### src/rtl/mul4_pkg.sv
// Shared constants, state encoding and helpers for the 2x2 vector multiplier scorer.
// Stimulus planes enumerate all 16 (a,b) pairs: lane i carries a=i[3:2], b=i[1:0].
// Golden planes hold the bits of the 4-bit product a*b in each lane.
package mul4_pkg;

  localparam int unsigned LANES   = 16;
  localparam int unsigned PLANES  = 4;
  localparam int unsigned PC_W    = 5;
  localparam int unsigned SCORE_W = 7;
  localparam int unsigned K_W     = 2;

  localparam logic [LANES-1:0] STIM_A1 = 16'hFF00;
  localparam logic [LANES-1:0] STIM_A0 = 16'hF0F0;
  localparam logic [LANES-1:0] STIM_B1 = 16'hCCCC;
  localparam logic [LANES-1:0] STIM_B0 = 16'hAAAA;

  localparam logic [LANES-1:0] GOLD_3 = 16'h8000;
  localparam logic [LANES-1:0] GOLD_2 = 16'h4C00;
  localparam logic [LANES-1:0] GOLD_1 = 16'h6AC0;
  localparam logic [LANES-1:0] GOLD_0 = 16'hA0A0;

  typedef enum logic [1:0] {
    IDLE  = 2'd0,
    SCORE = 2'd1,
    DONE  = 2'd2
  } scorer_state_t;

  // Golden plane for product bit k.
  function automatic logic [LANES-1:0] golden_plane(input logic [K_W-1:0] k);
    logic [LANES-1:0] g;
    case (k)
      2'd3:    g = GOLD_3;
      2'd2:    g = GOLD_2;
      2'd1:    g = GOLD_1;
      default: g = GOLD_0;
    endcase
    return g;
  endfunction

endpackage

### src/rtl/popcount16.sv
// Combinational population count of a 16-bit vector.
// Ports: vec (16-bit input), count_c (5-bit count, 0..16).
module popcount16
  import mul4_pkg::*;
(
  input  logic [LANES-1:0] vec,
  output logic [PC_W-1:0]  count_c
);

  always_comb begin
    count_c = '0;
    for (int i = 0; i < int'(LANES); i++) begin
      count_c = count_c + PC_W'(vec[i]);
    end
  end

endmodule

### src/rtl/mul4_vec_scorer.sv
// Fitness scorer for bit-sliced 2x2 vector multiplier candidates.
// Drives constant exhaustive stimulus, accepts a candidate's four result planes,
// counts bits matching the golden product one plane per cycle, emits the score
// and tracks the best candidate seen since reset or clear.
// Ports:
//   clk, rst                 - clock, synchronous active-high reset
//   a1,a0,b1,b0              - constant stimulus planes
//   in_valid/in_ready/in_id  - candidate handshake and identifier
//   y3..y0                   - candidate result planes
//   out_valid/out_ready      - score handshake
//   out_id/out_score         - identifier and matching-bit count (0..64)
//   best_valid/score/id      - best tracker
//   clear_best               - clears the best tracker
module mul4_vec_scorer
  import mul4_pkg::*;
#(
  parameter int unsigned ID_W = 8
) (
  input  logic                 clk,
  input  logic                 rst,
  output logic [LANES-1:0]     a1,
  output logic [LANES-1:0]     a0,
  output logic [LANES-1:0]     b1,
  output logic [LANES-1:0]     b0,
  input  logic                 in_valid,
  output logic                 in_ready,
  input  logic [ID_W-1:0]      in_id,
  input  logic [LANES-1:0]     y3,
  input  logic [LANES-1:0]     y2,
  input  logic [LANES-1:0]     y1,
  input  logic [LANES-1:0]     y0,
  output logic                 out_valid,
  input  logic                 out_ready,
  output logic [ID_W-1:0]      out_id,
  output logic [SCORE_W-1:0]   out_score,
  output logic                 best_valid,
  output logic [SCORE_W-1:0]   best_score,
  output logic [ID_W-1:0]      best_id,
  input  logic                 clear_best
);

  scorer_state_t state, state_nxt;

  logic [K_W-1:0]               k;
  logic [PLANES-1:0][LANES-1:0] y_q;
  logic [ID_W-1:0]              id_q;
  logic [SCORE_W-1:0]           acc;
  logic [SCORE_W-1:0]           acc_sum_c;
  logic [LANES-1:0]             match_c;
  logic [PC_W-1:0]              plane_pc_c;
  logic                         accept_c;
  logic                         handshake_c;
  logic                         last_plane_c;

  // Stimulus is wired constant, independent of state and reset.
  assign a1 = STIM_A1;
  assign a0 = STIM_A0;
  assign b1 = STIM_B1;
  assign b0 = STIM_B0;

  // Bits of the selected plane agreeing with the golden plane.
  assign match_c = ~(y_q[k] ^ golden_plane(k));

  popcount16 u_popcount (
    .vec     (match_c),
    .count_c (plane_pc_c)
  );

  // Max total is 4*16 = 64, so the 7-bit accumulator never wraps.
  assign acc_sum_c    = acc + SCORE_W'(plane_pc_c);
  assign last_plane_c = (k == K_W'(0));

  // State register.
  always_ff @(posedge clk) begin
    if (rst) state <= IDLE;
    else     state <= state_nxt;
  end

  // Next-state and handshake decode.
  always_comb begin
    state_nxt   = state;
    accept_c    = 1'b0;
    handshake_c = 1'b0;
    case (state)
      IDLE: begin
        if (in_valid && in_ready) begin
          accept_c  = 1'b1;
          state_nxt = SCORE;
        end
      end
      SCORE: begin
        if (last_plane_c) state_nxt = DONE;
      end
      DONE: begin
        if (out_ready) begin
          handshake_c = 1'b1;
          state_nxt   = IDLE;
        end
      end
      default: state_nxt = IDLE;
    endcase
  end

  // Candidate capture, serial accumulation and result registers.
  always_ff @(posedge clk) begin
    if (rst) begin
      k         <= '0;
      y_q       <= '0;
      id_q      <= '0;
      acc       <= '0;
      in_ready  <= 1'b0;
      out_valid <= 1'b0;
      out_score <= '0;
      out_id    <= '0;
    end else begin
      in_ready  <= (state_nxt == IDLE);
      out_valid <= (state_nxt == DONE);
      if (accept_c) begin
        y_q  <= {y3, y2, y1, y0};
        id_q <= in_id;
        acc  <= '0;
        k    <= K_W'(3);
      end else if (state == SCORE) begin
        acc <= acc_sum_c;
        k   <= k - K_W'(1);
        if (last_plane_c) begin
          out_score <= acc_sum_c;
          out_id    <= id_q;
        end
      end
    end
  end

  // Best tracker: strict improvement wins, ties keep the earlier id.
  // A clear coinciding with a handshake still loads the handshaken result.
  always_ff @(posedge clk) begin
    if (rst) begin
      best_valid <= 1'b0;
      best_score <= '0;
      best_id    <= '0;
    end else if (handshake_c &&
                 (clear_best || !best_valid || (out_score > best_score))) begin
      best_valid <= 1'b1;
      best_score <= out_score;
      best_id    <= out_id;
    end else if (clear_best) begin
      best_valid <= 1'b0;
      best_score <= '0;
      best_id    <= '0;
    end
  end

endmodule

### config.mk
export PLATFORM = sky130hd
export DESIGN_NAME = mul4_vec_scorer
export DESIGN_NICKNAME = d
export VERILOG_FILES = /design/src/rtl/mul4_pkg.sv /design/src/rtl/popcount16.sv /design/src/rtl/mul4_vec_scorer.sv
export SDC_FILE = /design/constraint.sdc
export NUM_CORES = 1
export LEC_CHECK = 0
export ABC_AREA = 0
export BUFFER_PORTS_ARGS = -buffer_cell sky130_fd_sc_hd__buf_4
export CAP_MARGIN = 25
export CORE_ASPECT_RATIO = 0.75
export CORE_UTILIZATION = 41
export DETAILED_ROUTE_END_ITERATION = 12
export PLACE_DENSITY = 0.66
export SLEW_MARGIN = 40
export SYNTH_ARGS = -nofsm -noshare
export SYNTH_HDL_FRONTEND = slang
export SYNTH_SLANG_ARGS = --single-unit
### constraint.sdc
create_clock -name clk -period 8.3 [get_ports clk]
set_clock_uncertainty 0.1 [all_clocks]
set_input_delay 0.415 -clock clk [delete_from_list [all_inputs] [get_ports clk]]
set_output_delay 0.415 -clock clk [all_outputs]
set_load 0.05 [all_outputs]
==> impl_metrics.ini, run 1 <==
[status]
status = finished, final reports clean

[worst_hold_path]
worstHoldStart = y0[5]
holdPathEnd = y_q[5]
hold_class = primary input to flip-flop
hold_depth = 3

[timing]
maxSlewViolCount = 0
rsz0062_at_grt = false
fin_tns_setup_ns = 0
hold_violations = 0
fmax_ghz = 0.154
worst_pin_slew_ns = 0.801
post-route-period-util_pct = 78.1
setup_viol = 0
setup_slack_ns = 1.82
slew_headroom_pct = 46.4
layout_min_cycle_time_ns = 6.48

[worst_setup_path]
critPathKind = flip-flop to flip-flop
reg2reg_to = out_score[6]
start_kind = flip-flop
rrSetupSlack_ns = 1.82
cp_slowest_cell = dfxtp_1
crit_chain = mux4_2, inv_1, ha_1, inv_1, fa_1, fa_1, fa_1, inv_1, fa_1, inv_1, fa_1, fa_1, inv_1, fa_1, a21o_1, a221oi_1, nor2_1, o31a_1
path_max_fanout = 12
cp-end-kind = flip-flop
critPathArrivalTime_ns = 6.68
reg2reg_from = k[0]
r2r_cells = 18
slowest_delay_ns = 0.78
crit_top_cell = fa_1
cp.required_ns = 8.49

[routing]
drt-vias-per-instance = 4.65
drt_iter0_drc = 216
dr.pass1.iters = 5
drt-total-wl_um = 13300
drc = 0
vias = 4612
wl_per_cell_um = 13.4
ant_nets = 0

[synth]
ys_types = 45
synth-main-ff-cell = dfxtp_1
syn_avg_cell_area_um2 = 8.64
async_flop_share_pct = 0
ys_ff_latch = 116
syn_area_um2 = 5990
syn_inst = 694
yosysWarnings = 0
synth_edf_count = 0
yosysSeqAreaShare_pct = 38.7

[clocking]
cts-root-buf = clkbuf_16
cts_setup_buffers = 0
cts_hold_buf = 0
cts_sinks = 116
clockBufferDepth = 2
path_clk_slew_ns = 0.06
ctsHtreeMaxLevel = 4
cts_tree = yes
cts_inserted_buffers = 17
cts_resized = 0
insertion_delay_ns = 0.41

[pwr]
p_comb_share_pct = 42.6
p_sw_mw = 0.890
ir_drop_mv = 0.286
powerDensity_nw_per_um2 = 325
p_int_mw = 1.46
clkPwrFrac_pct = 30.7
power_switching_share_pct = 37.8
p_leak_nw = 2.96
power_frac_seq_pct = 26.7

[layout]
fin_util_pct = 51.7
layout_common_cells = nand2_1, dfxtp_1, buf_4, a21oi_1, conb_1
fin_area_um2 = 7230
synthToLayoutAreaGrowth_pct = 20.7
layout_commonest_cell = nand2_1
nets = 893
diodes = 0
fill_cells = 1394
layout-drive-gt1-share_pct = 21.5

[floorplan]
die-width_um = 142
core_region_area_um2 = 14000
rows = 37
die_height_um = 107
start_util_pct = 42.9
die_area_um2 = 15100
io_pins = 174

[job]
maxCapViolCount = 0

[placement]
placed_cell_area_um2 = 6640
dp_slack_ns = 1.78
numPortBuffers = 109
place_hpwl_um = 9570
globalplace.congestion = 0.799

[global_route]
overflow = 0
grt_max_degree = 70
antenna_found_initial = 0
grt_pass1_wl_um = 21500
grt_pass1_vias = 4390
grt_util_all_layers_pct = 18.4
[critical path: cells and delay by family, from the launching register on]
kind	cells	cell delay, ns
AOI/OAI and AO/OA	3	0.87
adders and majority gates	8	3.61
muxes	1	0.59
buffers and inverters	5	0.32
DFF	1	0.78
and+or+nand+nor	1	0.08
[final cells by class]
class	count	area (um2)	area share [%]
repair buffers	113	848	11.7
clock inverters	14	153	2.11
clock buffers	18	439	6.07
inverters	30	113	1.56
flip-flops and latches	116	2320	32.1
well taps	195	244	3.37
multi-input cells	505	3110	43.0
[metrics by stage]
step | hold WS (ns) | cells | total power [mW]
6_report | 0.144 | 991 | 2.35
5_1_grt | 0.133 | 991 | 2.53
4_1_cts | 0.133 | 991 | 2.38
3_5_place_dp | 0.344 | 959 | 1.64
3_3_place_gp | 0.342 | 959 | 1.62
2_1_floorplan | 0.332 | 756 | 1.46
[Yosys cell counts (2+ instances only)]
| cell type | count | share of area (%) |
|---|---|---|
| nand2_1 | 189 | 12 |
| dfxtp_1 | 116 | 39 |
| a21oi_1 | 98 | 8.2 |
| buf_4 | 65 | 8.1 |
| inv_1 | 30 | 1.9 |
| ha_1 | 22 | 4.6 |
| buf_2 | 19 | 1.6 |
| clkbuf_1 | 17 | 1.1 |
| mux4_2 | 16 | 6.0 |
| mux2i_1 | 15 | 2.5 |
| nand3b_1 | 13 | 1.6 |
| fa_1 | 11 | 3.7 |
| xnor2_1 | 10 | 1.5 |
| or3_1 | 8 | 0.84 |
| nor2_1 | 7 | 0.44 |
| nand3_1 | 5 | 0.42 |
| a21o_1 | 4 | 0.50 |
| o21ai_0 | 4 | 0.33 |
| xor2_1 | 4 | 0.58 |
| a211o_1 | 3 | 0.44 |
| a211oi_1 | 3 | 0.38 |
| and3_1 | 3 | 0.31 |
| o21a_1 | 3 | 0.38 |
| and2_1 | 2 | 0.21 |
| buf_6 | 2 | 0.38 |
| conb_1 | 2 | 0.13 |
| nand2b_1 | 2 | 0.21 |
| nand4_1 | 2 | 0.21 |
| nor2b_1 | 2 | 0.21 |
| o31ai_1 | 2 | 0.25 |
[registers in the layout, summed over array words and instances, names as in the netlist, 7 cells and up]
register    count
id_q            8
acc             7
y_q            64
best_score      7
best_id         8
out_score       7
out_id          8
[layer usage]
layer / GRT usage (%) / wire, um
met1: 24.8 / 6490
met2: 28.6 / 6080
met5: 0 / 0
met4: 6.22 / 140
met3: 4.78 / 552
[power groups by stage]
| stage | combinational, mW | clock [mW] | sequential (mW) |
|---|---|---|---|
| after floorplan | 0.813 | 0 | 0.649 |
| after global placement | 0.984 | 0 | 0.639 |
| after detailed placement | 1.00 | 0 | 0.640 |
| after CTS | 1.01 | 0.736 | 0.628 |
| after global routing | 1.13 | 0.760 | 0.633 |
| final | 1.00 | 0.723 | 0.628 |
[kinds of logic after synthesis]
| logic type | synth area share, % |
|---|---|
| adders and majority gates | 8.27 |
| DFF | 38.7 |
| muxes | 8.52 |
| other | 0.125 |
| buffers and inverters | 13.4 |
| xor gates and xnor gates | 2.05 |
| and+or+nand+nor | 17.2 |
| AOI/OAI and AO/OA | 11.7 |
[how the worst max path moves through the flow]
| stage | startpoint | to | slack [ns] | cells after the start |
|---|---|---|---|---|
| 2_1_floorplan | k[0] | out_score[6] | 2.28 | 20 |
| 3_3_place_gp | k[0] | out_score[6] | 1.87 | 18 |
| 3_5_place_dp | k[0] | out_score[6] | 1.78 | 18 |
| 4_1_cts | k[0] | out_score[6] | 1.77 | 18 |
| 5_1_grt | k[0] | out_score[6] | 1.44 | 18 |
| 6_report | k[0] | out_score[6] | 1.82 | 18 |
Power figures use the tool's default switching activity.
==> run 2, diff against run 1 <==
--- a/config.mk
+++ b/config.mk
@@ -11,7 +11,7 @@
 export CORE_ASPECT_RATIO = 0.75
 export CORE_UTILIZATION = 41
 export DETAILED_ROUTE_END_ITERATION = 12
-export PLACE_DENSITY = 0.66
+export PLACE_DENSITY = 0.68
 export SLEW_MARGIN = 40
 export SYNTH_ARGS = -nofsm -noshare
 export SYNTH_HDL_FRONTEND = slang
==> constraint.sdc (replaced) <==
create_clock -name clk -period 5.8 [get_ports clk]
set_clock_uncertainty 0.1 [all_clocks]
set_input_delay 0.29 -clock clk [delete_from_list [all_inputs] [get_ports clk]]
set_output_delay 0.29 -clock clk [all_outputs]
set_load 0.05 [all_outputs]
==> run 2 against run 1 <==
Against the previous run: largest cell class unchanged; power increased by 49%; largest power group unchanged; core utilization is 0.80 points higher; wire length is 1.0% higher; cell area is 1.5% higher; die area stayed put; sequential cell count unchanged; first-iteration DRC count rose by 17%.
==> impl_metrics.ini, run 2 (synthesis gave the netlist of run 1 again) <==
[global_route]
overflow = 0
grt_pass1_vias = 4374
grt_util_all_layers_pct = 18.6
grt_max_degree = 100
grt_pass1_wl_um = 21800
antenna_found_initial = 0

[clocking]
cts_inserted_buffers = 17
path_clk_slew_ns = 0.06
cts_sinks = 116
clockBufferDepth = 2
cts-root-buf = clkbuf_16
cts_tree = yes
cts_hold_buf = 0
insertion_delay_ns = 0.41
ctsHtreeMaxLevel = 4

[worst_setup_path]
rrSetupSlack_ns = 0.12
cp.required_ns = 6.00
start_kind = flip-flop
critPathArrivalTime_ns = 5.87
path_max_fanout = 6
critPathKind = flip-flop to flip-flop
reg2reg_from = k[0]
startpoint = k[0]
cp-end-kind = flip-flop
r2r_cells = 18
reg2reg_to = out_score[6]

[layout]
nets = 899
layout-drive-gt1-share_pct = 23.3
synthToLayoutAreaGrowth_pct = 22.5
largest-register = y_q
layout_common_cells = nand2_1, buf_4, dfxtp_1, a21oi_1, conb_1
diodes = 0
fin_util_pct = 52.5
largest_reg_flops = 64
layout_commonest_cell = nand2_1

[pwr]
power_frac_seq_pct = 25.5
p_comb_share_pct = 44.2
p_sw_mw = 1.32
ir_drop_mv = 0.402
p_int_mw = 2.19
power_switching_share_pct = 37.5
powerDensity_nw_per_um2 = 478
clkPwrFrac_pct = 30.4
p_leak_nw = 3.01

[placement]
globalplace.congestion = 0.807
place_hpwl_um = 9330
dp_slack_ns = -0.0803
numPortBuffers = 109

[status]
status = finished, final reports clean

[routing]
ant_nets = 0
wl_per_cell_um = 13.5
drt_iter0_drc = 252
drt-total-wl_um = 13400
dr.pass1.iters = 5
drt-vias-per-instance = 4.65
drc = 0
vias = 4632

[timing]
hold_ws_ns = 0.0223
setup_slack_ns = 0.125
setup_viol = 0
slew_headroom_pct = 47.9
rsz0062_at_grt = true
post-route-period-util_pct = 97.8
maxSlewViolCount = 0
fmax_ghz = 0.176
hold_violations = 0
layout_min_cycle_time_ns = 5.68
worst_pin_slew_ns = 0.779

[floorplan]
rows = 37
die_height_um = 107
die-width_um = 142
io_pins = 174
core_region_area_um2 = 14000
start_util_pct = 42.9
die_area_um2 = 15100

[worst_hold_path]
holdPathEnd = y_q[41]
hold_class = primary input to flip-flop
hold_depth = 3
worstHoldStart = y2[9]

[job]
maxCapViolCount = 0
[run 2: power by group through the flow]
stage	registers [mW]	logic, mW	clock network [mW]
detailed placement	0.909	1.48	0
CTS	0.893	1.50	1.08
global route	0.900	1.77	1.12
floorplan	0.929	1.17	0
global placement	0.908	1.46	0
finish	0.893	1.55	1.07
[run 2: cell type report]
type	count	area (um2)
Timing Repair Buffer	119	905
Inverter	30	113
Fill cell	1348	6640
Tap cell	195	244
Clock buffer	19	443
Multi-Input combinational cell	505	3160
Clock inverter	12	155
Sequential cell	116	2330
[run 2: repair_timing]
item / in CTS / in global routing
resized for setup: 3 / 10
pin swaps: 0 / 11
setup buffers: 0 / 1
setup endpoints to repair: 4 / 6
[run 2: critical path, stage by stage, from the launching register on]
cell and delay, ns:
dfxtp_4 0.40, mux4_2 0.51, inv_2 0.08, ha_4 0.20, inv_2 0.05, fa_1 0.42
fa_1 0.55, fa_1 0.53, inv_2 0.04, fa_1 0.50, inv_1 0.05, fa_2 0.36
fa_2 0.55, inv_2 0.05, fa_2 0.37, a21o_1 0.23, a221oi_4 0.26, nor2_1 0.08
o31a_1 0.23
[run 2: stage by stage]
step	setup TNS, ns	instances	area, um2	power [mW]
6_report	0	996	7340	3.51
5_1_grt	-0.0328	996	7340	3.79
4_1_cts	0	995	7300	3.48
3_5_place_dp	-0.0803	964	6700	2.39
3_3_place_gp	0	964	6690	2.37
2_1_floorplan	0	756	6250	2.10
[run 2: worst max path at each step]
stage               cells after the start           end
global route                           18  out_score[6]
finish                                 18  out_score[6]
global placement                       18  out_score[6]
detailed placement                     18  out_score[6]
CTS                                    17  out_score[6]
floorplan                              19  out_score[6]
[run 2: per-layer routing]
layer	part of all wire, %	track usage (%)
met5	0	0
met4	0.95	6.22
met3	4.7	4.42
met2	45	28.0
met1	50	26.1
==> run 3, diff against run 2 <==
--- a/config.mk
+++ b/config.mk
@@ -11,6 +11,7 @@
 export CORE_ASPECT_RATIO = 0.75
 export CORE_UTILIZATION = 41
 export DETAILED_ROUTE_END_ITERATION = 12
+export GPL_TIMING_DRIVEN = 0
 export PLACE_DENSITY = 0.68
 export SLEW_MARGIN = 40
 export SYNTH_ARGS = -nofsm -noshare
==> run 3 against run 2 <==
Against the previous run: the run now ends with setup timing left; hold slack about the same; first-iteration DRC count grew 3.2%; combinational power is essentially flat; setup slack worse by 0.19 ns; sequential cell count did not move; power down 0.63%; sequential share of layout area decreased by 2.6 points; critical path depth rose by 1; final cell count up 10%; die area unchanged; clock-buffer cell count rose by 2; clock power fell by 4%; critical endpoint unchanged; largest power group unchanged; highest routed layer unchanged.
==> impl_metrics.ini, run 3 (synthesis gave the netlist of run 1 again) <==
[floorplan]
rows = 37
die_area_um2 = 15100
die-width_um = 142
io_pins = 174
core_region_area_um2 = 14000
die_height_um = 107
start_util_pct = 42.9

[timing]
rsz0062_at_grt = true
layout_min_cycle_time_ns = 5.86
maxSlewViolCount = 0
setup_slack_ns = -0.0641
post-route-period-util_pct = 101
worst_pin_slew_ns = 0.667
fmax_ghz = 0.171
hold_violations = 0
setup_viol = 1
slew_headroom_pct = 55.6
fin_tns_setup_ns = -0.0641

[global_route]
grt_pass1_wl_um = 25200
met3_usage_pct = 5.76
grt_pass1_vias = 4873
top_usage_layer = met2
antenna_found_initial = 0
grt_max_degree = 17
use_met2_pct = 34.2
grt_util_all_layers_pct = 22.1
overflow = 0
use_met1_pct = 30.4

[layout]
layout_common_cells = nand2_1, buf_4, dfxtp_1, a21oi_1, conb_1
diodes = 0
fill_cells = 1281
largest_reg_flops = 64
layout_commonest_cell = nand2_1
layout-drive-gt1-share_pct = 29.6
synthToLayoutAreaGrowth_pct = 33.1
largest-register = y_q
nets = 999
fin_util_pct = 57.1
fin_cells = 1097

[worst_setup_path]
critPathArrivalTime_ns = 6.06
start_kind = flip-flop
cp-end-kind = flip-flop
cp.required_ns = 6.00
critPathKind = flip-flop to flip-flop
path_max_fanout = 6

[routing]
wl_per_cell_um = 14.4
vias = 5089
drt_iter0_drc = 260
drc = 0
drt-total-wl_um = 15800
drt-vias-per-instance = 4.64
dr.pass1.iters = 5
ant_nets = 0

[status]
status = complete, but fails checks
violations = setup timing

[pwr]
p_sw_mw = 1.31
p_leak_nw = 3.40
clkPwrFrac_pct = 29.5
ir_drop_mv = 0.277
power_frac_seq_pct = 25.5
power_switching_share_pct = 37.7
p_int_mw = 2.17
powerDensity_nw_per_um2 = 437
p_comb_share_pct = 45.0
total_power_mw = 3.49

[clocking]
cts_inserted_buffers = 17
cts_hold_buf = 0
cts_tree = yes
cts_sinks = 116
clockBufferDepth = 2
path_clk_slew_ns = 0.06
insertion_delay_ns = 0.41
cts-root-buf = clkbuf_16
ctsHtreeMaxLevel = 4

[job]
maxCapViolCount = 0

[placement]
place_hpwl_um = 11800
globalplace.congestion = 0.829
numPortBuffers = 108
dp.cells = 1059

[worst_hold_path]
hold_class = primary input to flip-flop
[run 3: worst max-delay path, cell delays in order, from the launching register on]
cell	delay, ns
dfxtp_2	0.34
buf_6	0.11
buf_12	0.11
mux4_2	0.55
xnor2_2	0.17
fa_1	0.55
inv_2	0.04
fa_1	0.51
fa_1	0.52
inv_2	0.05
fa_1	0.53
inv_1	0.05
fa_2	0.36
fa_2	0.54
inv_2	0.04
fa_2	0.33
a21o_1	0.23
a221oi_4	0.31
nor2_1	0.07
o31a_1	0.23
[run 3: worst paths after layout]
path	cells past startpoint	start	slack [ns]	to
setup / recovery	19	k[0]	-0.06	out_score[6]
setup reg to reg	19	k[0]	-0.06	out_score[6]
hold reg to reg	2	y_q[61]	0.35	y_q[61]
hold / removal	3	y3[6]	0.02	y_q[54]
[run 3: area by class of cell]
| type | count | area (um2) | share of cell area (%) |
|---|---|---|---|
| plain buffers | 105 | 706 | 8.84 |
| clock buffers | 21 | 450 | 5.65 |
| clock inverters | 11 | 128 | 1.60 |
| inverters | 30 | 113 | 1.41 |
| multi-input cells | 505 | 3160 | 39.6 |
| flip-flops and latches | 116 | 2320 | 29.1 |
| well taps | 195 | 244 | 3.06 |
| repair buffers | 114 | 856 | 10.7 |
[run 3: timing repair]
item | CTS | global route
setup buffers | 6 | 0
gates resized for setup | 15 | 3
endpoints found under the setup margin | 8 | 7
pin swaps | 8 | 4
[run 3: metrics by stage]
step                      cell area, um2  setup slack (ns)  hold WS, ns
after floorplan                     6250            0.0114        0.326
after global placement              7300            -0.359        0.340
after detailed placement            7300            -0.397        0.346
after CTS                           7970           -0.0320       0.0151
after global routing                7980            -0.230       0.0218
final                               7980           -0.0641       0.0223
[run 3: metal layers]
layer	wire (um)	share of wire, %
met1	7410	47
met5	0	0
met3	1170	7.4
met4	166	1.0
met2	7100	45
[run 3: power by group through the flow]
stage / sequential (mW) / clock, mW / combinational, mW
2_1_floorplan: 0.929 / 0 / 1.17
3_3_place_gp: 0.902 / 0 / 1.48
3_5_place_dp: 0.904 / 0 / 1.49
4_1_cts: 0.887 / 1.04 / 1.55
5_1_grt: 0.894 / 1.08 / 1.77
6_report: 0.888 / 1.03 / 1.57
